`src/rtl/lsu_pkg.sv`:
```
`default_nettype none
// ============================================================================
// Module : lsu_pkg
// Brief  : Shared funct3 codes, RAM width codes, LSU state encoding and
//          request legality helpers for the load/store unit.
// Rev    : 1.0
// ============================================================================
package lsu_pkg;

    localparam logic [2:0] F3_B  = 3'b000;
    localparam logic [2:0] F3_H  = 3'b001;
    localparam logic [2:0] F3_W  = 3'b010;
    localparam logic [2:0] F3_BU = 3'b100;
    localparam logic [2:0] F3_HU = 3'b101;

    localparam logic [1:0] WIDTH_BYTE = 2'b00;
    localparam logic [1:0] WIDTH_HALF = 2'b01;
    localparam logic [1:0] WIDTH_WORD = 2'b10;

    typedef enum logic [1:0] {
        ST_IDLE  = 2'd0,
        ST_ISSUE = 2'd1,
        ST_RESP  = 2'd2,
        ST_FAULT = 2'd3
    } lsu_state_e;

    function automatic logic f3_legal(input logic store, input logic [2:0] f3);
        if (store)
            return (f3 == F3_B) || (f3 == F3_H) || (f3 == F3_W);
        return (f3 == F3_B) || (f3 == F3_H) || (f3 == F3_W) ||
               (f3 == F3_BU) || (f3 == F3_HU);
    endfunction

    // Only meaningful for a legal funct3; callers gate it with f3_legal.
    function automatic logic is_misaligned(input logic [2:0] f3, input logic [1:0] lsb);
        return ((f3[1:0] == WIDTH_HALF) && lsb[0]) ||
               ((f3[1:0] == WIDTH_WORD) && (lsb != 2'b00));
    endfunction

endpackage
`default_nettype wire

```
`src/rtl/lsu_extend.sv`:
```
`default_nettype none
// ============================================================================
// Module : lsu_extend
// Brief  : Sign/zero extension of a zero-extended RAM read by load funct3.
// Rev    : 1.0
// ============================================================================
module lsu_extend
    import lsu_pkg::*;
#(
    parameter int WORD = 32
) (
    input  logic [2:0]      funct3,
    input  logic [WORD-1:0] raw,
    output logic [WORD-1:0] ext
);

    always_comb begin
        ext = raw;
        case (funct3)
            F3_B:    ext = {{(WORD-8){raw[7]}}, raw[7:0]};
            F3_H:    ext = {{(WORD-16){raw[15]}}, raw[15:0]};
            F3_BU:   ext = {{(WORD-8){1'b0}}, raw[7:0]};
            F3_HU:   ext = {{(WORD-16){1'b0}}, raw[15:0]};
            default: ext = raw;
        endcase
    end

endmodule
`default_nettype wire

```
`src/rtl/lsu.sv`:
```
`default_nettype none
// ============================================================================
// Module : lsu
// Brief  : Single-outstanding RV32I load/store unit in front of the data RAM.
// Rev    : 1.0
// ============================================================================
module lsu
    import lsu_pkg::*;
#(
    parameter int WORD = 32,
    parameter int ADDR = 32
) (
    input  logic            clk,
    input  logic            rst,
    input  logic            req_valid,
    output logic            req_ready,
    input  logic            req_store,
    input  logic [2:0]      req_funct3,
    input  logic [ADDR-1:0] req_addr,
    input  logic [WORD-1:0] req_wdata,
    output logic            resp_valid,
    input  logic            resp_ready,
    output logic [WORD-1:0] resp_rdata,
    output logic            resp_misalign,
    output logic            resp_illegal,
    output logic [ADDR-1:0] mem_addr,
    output logic [1:0]      mem_width,
    output logic            mem_write,
    output logic [WORD-1:0] mem_din,
    input  logic [WORD-1:0] mem_dout
);

    lsu_state_e      r_state;
    lsu_state_e      w_state_next;
    logic            r_store;
    logic [2:0]      r_funct3;
    logic [ADDR-1:0] r_addr;
    logic [WORD-1:0] r_wdata;

    logic            w_accept;
    logic            w_in_fault;
    logic            w_illegal;
    logic            w_misalign;
    logic [WORD-1:0] w_ext;

    assign w_accept   = req_valid && req_ready;
    assign w_in_fault = !f3_legal(req_store, req_funct3) ||
                        is_misaligned(req_funct3, req_addr[1:0]);

    // Fault flags are re-derived from the held request so they stay stable.
    assign w_illegal  = !f3_legal(r_store, r_funct3);
    assign w_misalign = !w_illegal && is_misaligned(r_funct3, r_addr[1:0]);

    always_ff @(posedge clk) begin
        if (rst) begin
            r_state  <= ST_IDLE;
            r_store  <= 1'b0;
            r_funct3 <= 3'b000;
            r_addr   <= '0;
            r_wdata  <= '0;
        end else begin
            r_state <= w_state_next;
            if (w_accept) begin
                r_store  <= req_store;
                r_funct3 <= req_funct3;
                r_addr   <= req_addr;
                r_wdata  <= req_wdata;
            end
        end
    end

    always_comb begin
        w_state_next = r_state;
        req_ready    = 1'b0;
        resp_valid   = 1'b0;
        case (r_state)
            ST_IDLE: begin
                req_ready = 1'b1;
                if (req_valid)
                    w_state_next = w_in_fault ? ST_FAULT : ST_ISSUE;
            end
            ST_ISSUE: begin
                w_state_next = ST_RESP;
            end
            ST_RESP: begin
                resp_valid = 1'b1;
                if (resp_ready)
                    w_state_next = ST_IDLE;
            end
            ST_FAULT: begin
                resp_valid = 1'b1;
                if (resp_ready)
                    w_state_next = ST_IDLE;
            end
            default: w_state_next = ST_IDLE;
        endcase
    end

    lsu_extend #(
        .WORD (WORD)
    ) u_extend (
        .funct3 (r_funct3),
        .raw    (mem_dout),
        .ext    (w_ext)
    );

    assign resp_rdata    = ((r_state == ST_RESP) && !r_store) ? w_ext : '0;
    assign resp_misalign = (r_state == ST_FAULT) && w_misalign;
    assign resp_illegal  = (r_state == ST_FAULT) && w_illegal;

    assign mem_addr  = r_addr;
    assign mem_width = r_funct3[1:0];
    assign mem_din   = r_wdata;
    // rst gates the strobe directly so a reset landing in ISSUE cancels the write.
    assign mem_write = (r_state == ST_ISSUE) && r_store && !rst;

endmodule
`default_nettype wire

```
`config.mk`:
```
export PLATFORM = sky130hd
export DESIGN_NAME = lsu
export DESIGN_NICKNAME = d
export VERILOG_FILES = /design/src/rtl/lsu_pkg.sv /design/src/rtl/lsu_extend.sv /design/src/rtl/lsu.sv
export SDC_FILE = /design/constraint.sdc
export NUM_CORES = 1
export LEC_CHECK = 0
export CAP_MARGIN = 20
export CORE_ASPECT_RATIO = 1.2
export CORE_MARGIN = 2
export CORE_UTILIZATION = 33
export CTS_BUF_LIST = sky130_fd_sc_hd__clkbuf_8
export DETAILED_ROUTE_END_ITERATION = 6
export PLACE_DENSITY = 0.84
export SLEW_MARGIN = 5
export SYNTH_ARGS = -nofsm -noshare
export SYNTH_HDL_FRONTEND = slang
export SYNTH_HIERARCHICAL = 1
export SYNTH_SLANG_ARGS = --single-unit
```
`constraint.sdc`:
```
create_clock -name clk -period 1.72 [get_ports clk]
set_clock_uncertainty 0.15 [all_clocks]
set_input_delay 0.344 -clock clk [delete_from_list [all_inputs] [get_ports clk]]
set_output_delay 0.344 -clock clk [all_outputs]
set_load 0.01 [all_outputs]
```
==> flow_summary.yaml <==
run_status:
  outcome: "complete, but fails checks"
  violations: "negative setup slack"
sta:
  hold_viol: 0
  worst_slew_pin_slew_ns: 0.726
  setup_viol_count_final: 34
  fmax_ghz: 0.451
  layout_min_cycle_time_ns: 2.21
  whs_ns: 0.234
  finalMaxSlewViolations: 0
  finalSetupTns_ns: -13.16
  setup_ws_ns: -0.495
  fin_crit_sh: 1.29
  rsz0062_at_grt: "yes"
  slew_headroom: 0.516
cells_and_area:
  n_fill_cell: 752
  multiInputGateArea_um2: 1600
  seq_area_um2: 1420
  area_growth_pct: 83.7
  layout_commonest_cell: "nand2_1"
  fin_area_um2: 5710
  post_route_cells_drive_above_1_share: 0.218
  layout_common_cells: "157 x nand2_1, 101 x clkdlybuf4s50_1, 69 x a21oi_1, 67 x dlygate4sd2_1, 65 x dfxtp_1"
  insertedDiodeCount: 0
  fin_util: 0.629
  final_nets: 738
critical_path:
  crit_top_cell: "buf_6"
  worstPathArrival_ns: 1.72
  criticalPathCategory: "flip-flop to output port"
  cp_slowest_cell: "or4b_4"
  cp.required_ns: 1.23
  crit_path_end_kind: "output port"
  start_kind: "flip-flop"
  path_delay_family: "simple AND/OR/NAND/NOR gates"
  max_stage_delay_ns: 0.59
  cp_max_fo: 5
  cp_num_buf_inv: 2
  cp_cell_sequence: "or4b_4, buf_6, nand2_2, and2_4, buf_6"
cts:
  clock_sinks: 70
  clk_pin_slew_worst_paths_ns: 0.06
  cts_made_buffers: 9
  cts_tree: "built"
  cts_root_buffer: "clkbuf_8"
  h-tree-depth: 3
  clock_path_buffers: 2
  insertion_delay_ns: 0.34
yosys:
  synth_top_area_cell: "dfxtp_1"
  synth_top_family_by_area: "simple AND/OR/NAND/NOR gates"
  postSynthAreaPerCell_um2: 7.31
  synth_simple_gate_area_frac: 0.291
  ys_seq_area_frac: 0.451
  syn_nets: 529
  synth_top_area_frac: 0.451
  ys_ff_latch: 70
  synth_mux_area_frac: 0.00443
  synth-compound-area-share: 0.163
  yosysWarnings: 6
  synthXorXnorAreaFrac: 0.00282
  syn_inst: 425
  synth_fa_ha_area_frac: 0
  synth.distinct_cells: 27
  synth_area_leaders: "dfxtp_1 45%, nand2_1 20%, a21oi_1 11%"
  syn_area_um2: 3110
place:
  portBuffers: 206
  dp_hpwl_mm: 7.71
  gp_congestion: 0.840
  placed_area_um2: 5280
route:
  drt_pass1_iterations: 4
  vias_per_cell: 4.87
  num_vias: 3694
  ant_nets: 0
  first_iter_violations: 136
  wirelength_mm: 11.8
  post-route-drc-count: 0
  wl_per_cell_um: 15.6
floorplan:
  fp.coreArea_um2: 9080
  num_io_pins: 207
  dieArea_um2: 10200
  start_util: 0.342
  row_count: 38
  die_w_um: 92.6
  die_h_um: 110
global_routing:
  grt_max_degree: 71
  grt_usage: 0.219
  grt_antenna_before_repair: 1
  grt_pass1_vias: 3642
  overflow: 0
  grt_pass1_wl_mm: 17.4
power:
  p_per_area_nw_per_um2: 798
  p_leak_nw: 2.57
  ir_drop_uv: 612
worst_hold_path:
  hp-class: "input port to flip-flop"
run:
  maxCapViolations: 0
## cells in the mapped netlist, drive strengths merged
library cell	instances
nand2	163
a21oi	70
dfxtp	70
and2	32
buf	28
o21ai	25
clkbuf	18
nor2	3
nor3b	2
a21o	1
a221oi	1
and3	1
mux2i	1
nand3	1
nand3b	1
nand4	1
o21a	1
o22ai	1
or2	1
or3b	1
or4	1
or4b	1
xor2	1
## state kept, by name (all words and copies together) (netlist names)
register / flops
r_store: 1
mem_din: 32
mem_addr: 32
r_state: 2
r_funct3: 3
## metrics by stage
step	power, mW	setup slack, ns	std cells
after global routing	4.78	-0.548	758
after CTS	4.51	-0.498	756
after global placement	3.27	-0.948	725
final	4.55	-0.495	758
after floorplan	2.53	-0.0725	425
after detailed placement	3.31	-0.993	725
## worst register-to-register path, delay by kind of cell, from the launching register on
| family | cells | cell delay (ns) |
|---|---|---|
| AND/OR/NAND/NOR | 2 | 0.53 |
| buffers and inverters | 2 | 0.39 |
| AO/OA/AOI/OAI | 1 | 0.07 |
| flip-flops | 1 | 0.34 |
## where the power goes
| group | total [mW] | internal, mW | switching (mW) |
|---|---|---|---|
| clock | 1.10 | 0.498 | 0.601 |
| combinational | 1.62 | 0.886 | 0.735 |
| sequential | 1.83 | 1.76 | 0.0750 |
## what timing repair did
item,CTS,global route
pin swaps,14,19
gates cloned,3,1
buffers inserted,14,2
hold buffers,0,0
endpoints found under the setup margin,103,84
gates resized for setup,277,29
## worst paths after layout
kind / start / end / slack [ns] / cells after the start
worst max-delay path: r_funct3[0]$_SDFFE_PP0P_ / resp_rdata[11] / -0.49 / 5
worst min-delay path: rst / r_state[1]$_SDFFE_PP0P_ / 0.23 / 4
worst max register to register: r_state[0]$_SDFFE_PP0P_ / mem_din[7]$_SDFFE_PP0P_ / 0.10 / 5
worst min register to register: mem_addr[23]$_SDFFE_PP0P_ / mem_addr[23]$_SDFFE_PP0P_ / 0.30 / 2
## routing by layer
metal,global-route usage,vias to the layer above,part of all wire
met5,0,-,0
met4,0.119,0,0.036
met3,0.0870,33,0.10
met2,0.406,174,0.51
met1,0.207,1715,0.35
li1,-,1772,-
## layout make-up
cell class | instances | share of cell area
flip-flops and latches | 70 | 0.248
multi-input cells | 309 | 0.280
repair buffers | 244 | 0.419
clock inverters | 6 | 0.00548
well taps | 120 | 0.0263
clock buffers | 9 | 0.0217
## cell families after synthesis
family,after synthesis
AO/OA/AOI/OAI,99
XOR/XNOR,1
buffers and inverters,46
flip-flops,70
multiplexers,1
AND/OR/NAND/NOR,208
(Power assumes the default switching activity.)
